[config.mk]
export PLATFORM = sky130hd
export DESIGN_NAME = extmem_uart_tx
export DESIGN_NICKNAME = d
export VERILOG_FILES = /design/src/rtl/extmem_tx_pkg.sv /design/src/rtl/extmem_fifo.sv /design/src/rtl/extmem_uart_tx.sv
export SDC_FILE = /design/constraint.sdc
export NUM_CORES = 1
export LEC_CHECK = 0
export CAP_MARGIN = 10
export CORE_UTILIZATION = 56
export CTS_CLUSTER_SIZE = 24
export DETAILED_ROUTE_END_ITERATION = 12
export PLACE_DENSITY = 0.78
export SYNTH_ARGS = -nofsm -noshare
export SYNTH_HDL_FRONTEND = slang
export SYNTH_SLANG_ARGS = --single-unit
[constraint.sdc]
create_clock -name clk -period 8.2 [get_ports clk]
set_input_delay 1.64 -clock clk [delete_from_list [all_inputs] [get_ports clk]]
set_output_delay 1.64 -clock clk [all_outputs]
set_load 0.03 [all_outputs]
[src/rtl/extmem_tx_pkg.sv]
// Shared types and constants for the external-memory store UART tap.
// Latency: n/a (types, constants and a byte-select helper only).
// Backpressure: n/a.
package extmem_tx_pkg;

  localparam int EXT_ADDR_W       = 9;
  localparam int EXT_DATA_W       = 32;
  localparam logic [7:0] SYNC_BYTE = 8'hA5;
  localparam int BYTES_PER_RECORD = 7;

  typedef enum logic [2:0] {
    IDLE,
    START,
    DATA,
    PARITY,
    STOP
  } tx_state_t;

  typedef struct packed {
    logic [EXT_ADDR_W-1:0] addr;
    logic [EXT_DATA_W-1:0] data;
  } extmem_rec_t;

  // Byte idx of the on-wire record: sync, addr MSB, addr low byte, data MSB first.
  function automatic logic [7:0] rec_byte(input extmem_rec_t rec, input logic [2:0] idx);
    logic [7:0] b;
    case (idx)
      3'd0:    b = SYNC_BYTE;
      3'd1:    b = {7'b0, rec.addr[8]};
      3'd2:    b = rec.addr[7:0];
      3'd3:    b = rec.data[31:24];
      3'd4:    b = rec.data[23:16];
      3'd5:    b = rec.data[15:8];
      3'd6:    b = rec.data[7:0];
      default: b = SYNC_BYTE;
    endcase
    return b;
  endfunction

endpackage

[src/rtl/extmem_fifo.sv]
// Synchronous FIFO of captured store records.
// Latency: a pushed record is visible at head_o the cycle after the push edge.
// Backpressure: push ignored when full unless a pop happens on the same edge; pop ignored when empty.
// Ports: clk/reset (async active-low); push_i + push_dat_i write; pop_i consumes head_o;
//        full_o, empty_o, count_o report occupancy.
module extmem_fifo
  import extmem_tx_pkg::*;
#(
  parameter int DEPTH = 8
) (
  input  logic                     clk,
  input  logic                     reset,
  input  logic                     push_i,
  input  extmem_rec_t              push_dat_i,
  input  logic                     pop_i,
  output extmem_rec_t              head_o,
  output logic                     full_o,
  output logic                     empty_o,
  output logic [$clog2(DEPTH):0]   count_o
);

  localparam int PTR_W = $clog2(DEPTH);
  localparam int CNT_W = PTR_W + 1;

  extmem_rec_t        mem_q [DEPTH];
  logic [PTR_W-1:0]   wr_ptr_q, rd_ptr_q;
  logic [CNT_W-1:0]   count_q, count_d;
  logic               do_push, do_pop;

  assign full_o  = (count_q == CNT_W'(DEPTH));
  assign empty_o = (count_q == '0);
  assign count_o = count_q;
  assign head_o  = mem_q[rd_ptr_q];

  // A pop frees the slot the push lands in when full (wr_ptr == rd_ptr).
  assign do_pop  = pop_i & ~empty_o;
  assign do_push = push_i & (~full_o | do_pop);

  always_comb begin
    count_d = count_q;
    case ({do_push, do_pop})
      2'b10:   count_d = count_q + 1'b1;
      2'b01:   count_d = count_q - 1'b1;
      default: count_d = count_q;
    endcase
  end

  always_ff @(posedge clk or negedge reset) begin
    if (!reset) begin
      wr_ptr_q <= '0;
      rd_ptr_q <= '0;
      count_q  <= '0;
    end else begin
      count_q <= count_d;
      if (do_push) wr_ptr_q <= wr_ptr_q + 1'b1;
      if (do_pop)  rd_ptr_q <= rd_ptr_q + 1'b1;
    end
  end

  // Storage needs no reset: occupancy is tracked by the pointers and count.
  always_ff @(posedge clk) begin
    if (do_push) mem_q[wr_ptr_q] <= push_dat_i;
  end

endmodule

[src/rtl/extmem_uart_tx.sv]
// Captures data-memory stores and streams each as a 7-byte UART record (A5, addr, data).
// Latency: store at edge N is popped at N+1; tx start bit begins at edge N+2.
// Backpressure: none upstream; stores arriving with the FIFO full are dropped and counted.
// Ports: clk, reset (async active-low); wr_valid/wr_addr/wr_data store strobe;
//        tx serial line (idle high), busy, fifo_full, drop_cnt (saturating at 255).
// Build option: define EXTMEM_TX_PARITY_EN to append an even-parity bit to each frame.
module extmem_uart_tx
  import extmem_tx_pkg::*;
#(
  parameter int CLK_HZ     = 50_000_000,
  parameter int BAUD       = 115_200,
  parameter int FIFO_DEPTH = 8,
  parameter int ADDR_W     = EXT_ADDR_W,
  parameter int DATA_W     = EXT_DATA_W
) (
  input  logic              clk,
  input  logic              reset,
  input  logic              wr_valid,
  input  logic [ADDR_W-1:0] wr_addr,
  input  logic [DATA_W-1:0] wr_data,
  output logic              tx,
  output logic              busy,
  output logic              fifo_full,
  output logic [7:0]        drop_cnt
);

  localparam int CLKS_PER_BIT = CLK_HZ / BAUD;
  localparam int BIT_CNT_W    = $clog2(CLKS_PER_BIT);
  localparam logic [BIT_CNT_W-1:0] BIT_CNT_MAX = BIT_CNT_W'(CLKS_PER_BIT - 1);
  localparam logic [2:0] LAST_BYTE = 3'(BYTES_PER_RECORD - 1);

  tx_state_t              state_q, state_d;
  logic [BIT_CNT_W-1:0]   clk_cnt_q, clk_cnt_d;
  logic [2:0]             bit_idx_q, bit_idx_d;
  logic [2:0]             byte_idx_q, byte_idx_d;
  extmem_rec_t            rec_q, rec_d;
  logic                   tx_q, tx_d;
  logic                   busy_q;
  logic [7:0]             drop_q, drop_d;

  extmem_rec_t                   wr_rec, fifo_head;
  logic                          push, pop, fifo_empty;
  logic [$clog2(FIFO_DEPTH):0]   fifo_count;
  logic                          bit_done;
  logic [7:0]                    cur_byte;

  assign wr_rec.addr = wr_addr;
  assign wr_rec.data = wr_data;

  assign push = wr_valid & (~fifo_full | pop);

  extmem_fifo #(.DEPTH(FIFO_DEPTH)) u_fifo (
    .clk        (clk),
    .reset      (reset),
    .push_i     (push),
    .push_dat_i (wr_rec),
    .pop_i      (pop),
    .head_o     (fifo_head),
    .full_o     (fifo_full),
    .empty_o    (fifo_empty),
    .count_o    (fifo_count)
  );

  assign bit_done = (clk_cnt_q == BIT_CNT_MAX);
  assign cur_byte = rec_byte(rec_q, byte_idx_q);

  always_comb begin
    state_d    = state_q;
    clk_cnt_d  = clk_cnt_q;
    bit_idx_d  = bit_idx_q;
    byte_idx_d = byte_idx_q;
    rec_d      = rec_q;
    pop        = 1'b0;
    tx_d       = 1'b1;

    if (state_q != IDLE) clk_cnt_d = bit_done ? '0 : clk_cnt_q + 1'b1;

    case (state_q)
      IDLE: begin
        if (!fifo_empty) begin
          pop        = 1'b1;
          rec_d      = fifo_head;
          byte_idx_d = '0;
          clk_cnt_d  = '0;
          state_d    = START;
        end
      end
      START: begin
        tx_d = 1'b0;
        if (bit_done) begin
          bit_idx_d = '0;
          state_d   = DATA;
        end
      end
      DATA: begin
        tx_d = cur_byte[bit_idx_q];
        if (bit_done) begin
          if (bit_idx_q == 3'd7) begin
`ifdef EXTMEM_TX_PARITY_EN
            state_d = PARITY;
`else
            state_d = STOP;
`endif
          end else begin
            bit_idx_d = bit_idx_q + 1'b1;
          end
        end
      end
`ifdef EXTMEM_TX_PARITY_EN
      PARITY: begin
        tx_d = ^cur_byte;
        if (bit_done) state_d = STOP;
      end
`endif
      STOP: begin
        tx_d = 1'b1;
        if (bit_done) begin
          if (byte_idx_q != LAST_BYTE) begin
            byte_idx_d = byte_idx_q + 1'b1;
            state_d    = START;
          end else if (!fifo_empty) begin
            // Chain straight into the next record without an idle gap.
            pop        = 1'b1;
            rec_d      = fifo_head;
            byte_idx_d = '0;
            state_d    = START;
          end else begin
            state_d = IDLE;
          end
        end
      end
      default: state_d = IDLE;
    endcase
  end

  always_comb begin
    drop_d = drop_q;
    if (wr_valid && !push && drop_q != 8'hFF) drop_d = drop_q + 1'b1;
  end

  // tx and busy are registered from the current state, so both trail the
  // state register by one cycle and stay aligned with each other.
  always_ff @(posedge clk or negedge reset) begin
    if (!reset) begin
      state_q    <= IDLE;
      clk_cnt_q  <= '0;
      bit_idx_q  <= '0;
      byte_idx_q <= '0;
      rec_q      <= '0;
      tx_q       <= 1'b1;
      busy_q     <= 1'b0;
      drop_q     <= '0;
    end else begin
      state_q    <= state_d;
      clk_cnt_q  <= clk_cnt_d;
      bit_idx_q  <= bit_idx_d;
      byte_idx_q <= byte_idx_d;
      rec_q      <= rec_d;
      tx_q       <= tx_d;
      busy_q     <= (state_q != IDLE) | (fifo_count != '0);
      drop_q     <= drop_d;
    end
  end

  assign tx       = tx_q;
  assign busy     = busy_q;
  assign drop_cnt = drop_q;

endmodule

After elaboration in Yosys (flattened, before gate mapping)

Memory sizes are Yosys's and may differ from the RTL's.
Cells that the tools add are included.

Flip-flop bits (word level): 79
Memory bits (writable): 328
Input bits: 44
Output and inout port bits: 11
Logic and storage cells: 102
Memories: 1

$add $sub $neg: 8
Order comparisons: 1
Equality and inequality tests: 23
Multiplexer cells: 35
Bitwise gates (word level): 8
Reduce and logical (&&, ||, !) cells: 14

Memories:

| memory       | depth | bits a word | rd ports | clocked after Yosys merged registers in | write ports | line              | source |
|---|---|---|---|---|---|---|---|
| u_fifo.mem_q | 8     | 41          | 1        | 0                                       | 1           | extmem_fifo.sv:25 | `extmem_rec_t mem_q [DEPTH];` |

Operators by type and width:

| kind                                                       | number |
|---|---|
| two-way mux 41 bit                                         | 3 |
| case mux 41 bit (2 select lines)                           | 1 |
| case mux 8 bit (6 select lines)                            | 1 |
| two-way mux 9 bit                                          | 4 |
| two-way mux 3 bit                                          | 11 |
| equality test 3 bit, second input constant                 | 5 |
| inequality test 2 bit, second input constant               | 7 |
| adder 3 x 1 -> 3 bit, second input constant                | 4 |
| case mux 3 bit (2 select lines)                            | 2 |
| case mux 3 bit (4 select lines)                            | 1 |
| adder 9 x 1 -> 9 bit, second input constant                | 1 |
| equality test 3 x 2 -> 1 bit, second input constant        | 3 |
| equality test 9 bit, second input constant                 | 1 |
| adder 8 x 1 -> 8 bit, second input constant                | 1 |
| two-way mux 1 bit                                          | 8 |
| inequality test 8 bit, second input constant               | 1 |
| case mux 4 bit (2 select lines)                            | 1 |
| equality test 3 x 1 -> 1 bit, second input constant        | 2 |
| nonzero test 2 bit                                         | 3 |
| AND reduction 5 bit                                        | 1 |
| adder 4 x 1 -> 4 bit, second input constant                | 1 |
| equality test 4 bit, second input constant                 | 1 |
| logical NOT 4 bit                                          | 1 |
| less-than comparator 3 x 4 -> 1 bit, second input constant | 1 |
| other kinds (17)                                           | 24 |

Logic depth before layout (Yosys ltp)

Word-level depth: 10
Depth in mapped cells: 15

By module

Synthesis repeated with hierarchy kept, for this count alone.

Cell total of the unflattened synthesis: 858
Area, all modules: 16,483.3 µm²

By module, submodules not included:

| module         | times used | cells an instance | area an instance (µm²) | seq. area each (µm²) |
|---|---|---|---|---|
| extmem_fifo    | 1          | 558               | 13,023.7               | 10,099.7 |
| extmem_uart_tx | 1          | 300               | 3,459.6                | 1,727.9 |

Worst setup path before layout

Ideal clock, no wire load.

Path kind: input to register
Start: in wr_valid
End: mem u_fifo.mem_q[0][0] (netlist bit), enable pin
Data arrival time: 5,638 ps
Path slack: 2,021 ps
Stages on the path: 2
Cell sequence: o21ai_4 > nor4_1

Word-level cells in the longest chain between the ends: 4

RTL lines:

| what                                    | line                 | source |
|---|---|---|
| start: declaration                      | extmem_uart_tx.sv:18 | `input logic wr_valid,` |
| AND 1 bit                               | extmem_uart_tx.sv:50 | `assign push = wr_valid & (~fifo_full \| pop);` |
| AND 1 bit                               | extmem_fifo.sv:37    | `assign do_push = push_i & (~full_o \| do_pop);` |
| two-way mux 1 bit                       | extmem_fifo.sv:62    | `if (do_push) mem_q[wr_ptr_q] <= push_dat_i;` |
| two-way mux 1 bit (implied by the code) | extmem_fifo.sv:62    |  |
| end: declaration                        | extmem_fifo.sv:25    |  |

Every way passes these cells.

Final worst setup path

Start: reg u_fifo.count_q[1] (netlist: u_fifo.count_o[1])
End: out fifo_full

Word-level cells in the longest chain between the ends: 1

RTL lines:

| what                     | line                 | source |
|---|---|---|
| start: declaration       | extmem_fifo.sv:27    | `logic [CNT_W-1:0] count_q, count_d;` |
| start signal: assignment | extmem_fifo.sv:54    | `count_q <= count_d;` |
| equality test 4 bit      | extmem_fifo.sv:30    | `assign full_o = (count_q == CNT_W'(DEPTH));` |
| end: declaration         | extmem_uart_tx.sv:23 | `output logic fifo_full,` |

Every way passes these cells.

==> run summary <==
Status - complete, no violations
Largest net degree at the start of global routing - 86
CTS resizes - 0
Drt drc - 0
Post-synth top area share - 0.6091
Multi-input gate area - 4150 um2
Max-slew headroom - 0.3337
Register bit count reported by yosys - 407
IO Port Bufs - 54
Sum Neg Setup Slack - 0 ns
Initial antenna violation count - 0
Number of distinct library cells after synthesis - 56
Row count - 61
Mean post-synth cell area - 18.44 um2
Hpwl dp - 16,320 um
Period utilization - 0.4613
CTS root buffer - clkbuf_16
Grt peak-use layer - met2
Setup Buffers After CTS - 0
Clk pin slew, worst setup/hold paths - 0.06 ns
Seq/Total Area, Yosys - 0.7315
Post-Synthesis Cells - 877
Grt ovf - 0
Yosys warning count - 0
First-pass GRT wire length - 46,130 um
Post-Synth Simple-Gate Area - 0.04008
Largest cells by area after synthesis - edfxtp_1, dfrtp_1, mux4_2
Largest family of logic cells by synthesized area - multiplexers
Met3 Usage GRT - 0.03388
Overall routing resource usage - 0.2110
Worst Hold Class - register to register
Largest fanout on the critical path - 9
Gp weighted congestion - 0.8490
Critical path's largest stage delay - 0.66 ns
DRT iter0 DRCs - 725
GR Util met2 - 0.3398
IO Pins - 55
Yosys top cell by area - edfxtp_1
Critical path launch point type - register
Final Max Tran Viols - 0
Most frequent cells in the layout - edfxtp_1, mux4_2, dfrtp_1
Max-Cap Viols - 0
Post-route minimum period - 3.783 ns
Sink Count - 407
ANT cells - 0
Power Dens Cells - 341.2 nW/um2
CP required - 6.56 ns
Clock Tree Buf Depth - 3
EDFF count, synth - 328
GR Util met1 - 0.2989
Arr. time, crit path - 2.14 ns
CP max-delay cell - clkdlybuf4s50_1
Place WS - 4.414 ns
Final setup violation count - 0
CTS tree - built
Hold Violations, Final - 0
Adder-cell share of the synthesized area - 0.01161
Share of layout cells above drive strength 1 - 0.1934
Crit Path Class - register to output port
Die height - 171.9 um
H-tree depth - 2
Via count - 8,034
Net Count, Synth - 936
Compound-Gate Fraction of Synth Area - 0.04171
Final antenna-violating net count - 0
RSZ-0062 raised after global routing - false
Inserted Clock Buffers - 41
Clock skew - 0.02231 ns
Post-Route WL - 29,370 um
Post-DR vias/cell - 5.951
Worst setup EP type - output port
VDD IR max - 199.2 uV
Core ar. - 28,090 um2
Routed wire per std cell - 21.75 um
Storage cell area - 11,840 um2
Final setup margin - 4.417 ns
DIE AREA - 29,560 um2
Post-synthesis mux area share - 0.1505
Area Overhead vs Synth - 13.93%
Asr flop ratio synth - 0.1941
Vias in the first global route - 8,080
Layout Nets - 1,000
Synth Area in XOR/XNOR - 0.009750
# hold bufs at CTS - 0
Layout fillers - 1,886
Crit-path cells - nor3_1, nand2_1, inv_1, clkdlybuf4s50_1
Die Wd - 171.9 um
Leakage - 6.268 nW
Clk_lat worst skew - 0.54 ns
1st-pass router iterations - 5
Worst slew pin tran - 0.9995 ns
Prevailing post-synth register cell - edfxtp_1
Initial Util - 0.5757
FMAX - 264.4 MHz
Commonest non-fill, non-tap cell in the layout - edfxtp_1
Cell area after synthesis - 16,170 um2
-- final cells by class --
class / count / share of cell area
Sequential cell: 407 / 0.6425
Timing Repair Buffer: 66 / 0.03410
Clock inverter: 18 / 0.006452
Inverter: 12 / 0.002717
Tap cell: 378 / 0.02567
Clock buffer: 56 / 0.06323
Multi-Input combinational cell: 413 / 0.2253
-- logic make-up (layout without fill, tap and decap cells) --
| logic type | count (synthesis) | in the layout |
|---|---|---|
| flops | 407 | 407 |
| mux | 139 | 139 |
| simple gates | 136 | 136 |
| compound gates | 105 | 105 |
| buf+inv | 57 | 152 |
| xor+xnor | 18 | 18 |
| fa+ha+maj | 15 | 15 |
-- power breakdown --
part	internal, W	switching (W)	leakage [nW]
Clock	0.00100	0.000749	0.633
Combinational	0.000741	0.000849	1.67
Sequential	0.00265	0.000291	3.97
Total	0.00440	0.00189	6.27
-- Yosys cell counts, types with 11 or more instances --
cell	count
buf_2	11
clkbuf_1	31
dfrtp_1	78
edfxtp_1	328
ha_1	15
inv_1	11
mux2i_1	47
mux4_2	82
nand2_1	68
nand3_1	16
nor2_1	11
o21ai_0	53
xnor2_1	11
-- critical path, delay by kind of cell (launching register included) --
kind,cells,cell delay [ns]
buffers and inverters,2,0.75
DFF,1,0.46
and+or+nand+nor,2,0.40
-- through the flow --
stage	utilization	cells	area, um2	total power, W	hold WS, ns
global placement	0.6102	1276	17140	0.004535	0.4607
global route	0.6559	1350	18420	0.006593	0.5120
detailed placement	0.6102	1276	17140	0.004599	0.4705
CTS	0.6559	1350	18420	0.006358	0.4844
finish	0.6559	1350	18420	0.006286	0.4794
floorplan	-	877	16170	0.004100	0.4443
-- layer usage --
layer | part of all wire | vias to the layer above
met2 | 0.49 | 214
met5 | 0 | -
met1 | 0.44 | 4158
met3 | 0.049 | 40
li1 | - | 3622
met4 | 0.024 | 0
-- sequential cells by signal, indices dropped and copies added (netlist names) --
name and count:
bit_idx_q 3, busy 1, byte_idx_q 3, clk_cnt_q 9, drop_cnt 8, rec_q 41
state_q 3, tx 1, u_fifo.count_o 4, u_fifo.mem_q 328, u_fifo.rd_ptr_q 3, u_fifo.wr_ptr_q 3
-- final timing paths --
check	start	to	slack (ns)	cells past startpoint
max in group asynchronous	reset	u_fifo.rd_ptr_q[0]$_DFFE_PN0P_	6.19	1
worst min-delay path	rec_q[35]$_DFFE_PN0P_	rec_q[35]$_DFFE_PN0P_	0.48	2
min in group asynchronous	reset	clk_cnt_q[3]$_DFF_PN0_	1.28	1
worst max register to register	byte_idx_q[2]$_DFFE_PN0P_	u_fifo.mem_q[4][27]$_DFFE_PP_	4.59	8
worst max-delay path	u_fifo.count_o[1]$_DFFE_PN0P_	fifo_full	4.42	4
worst min register to register	rec_q[35]$_DFFE_PN0P_	rec_q[35]$_DFFE_PN0P_	0.48	2
(Power assumes the default switching activity.)
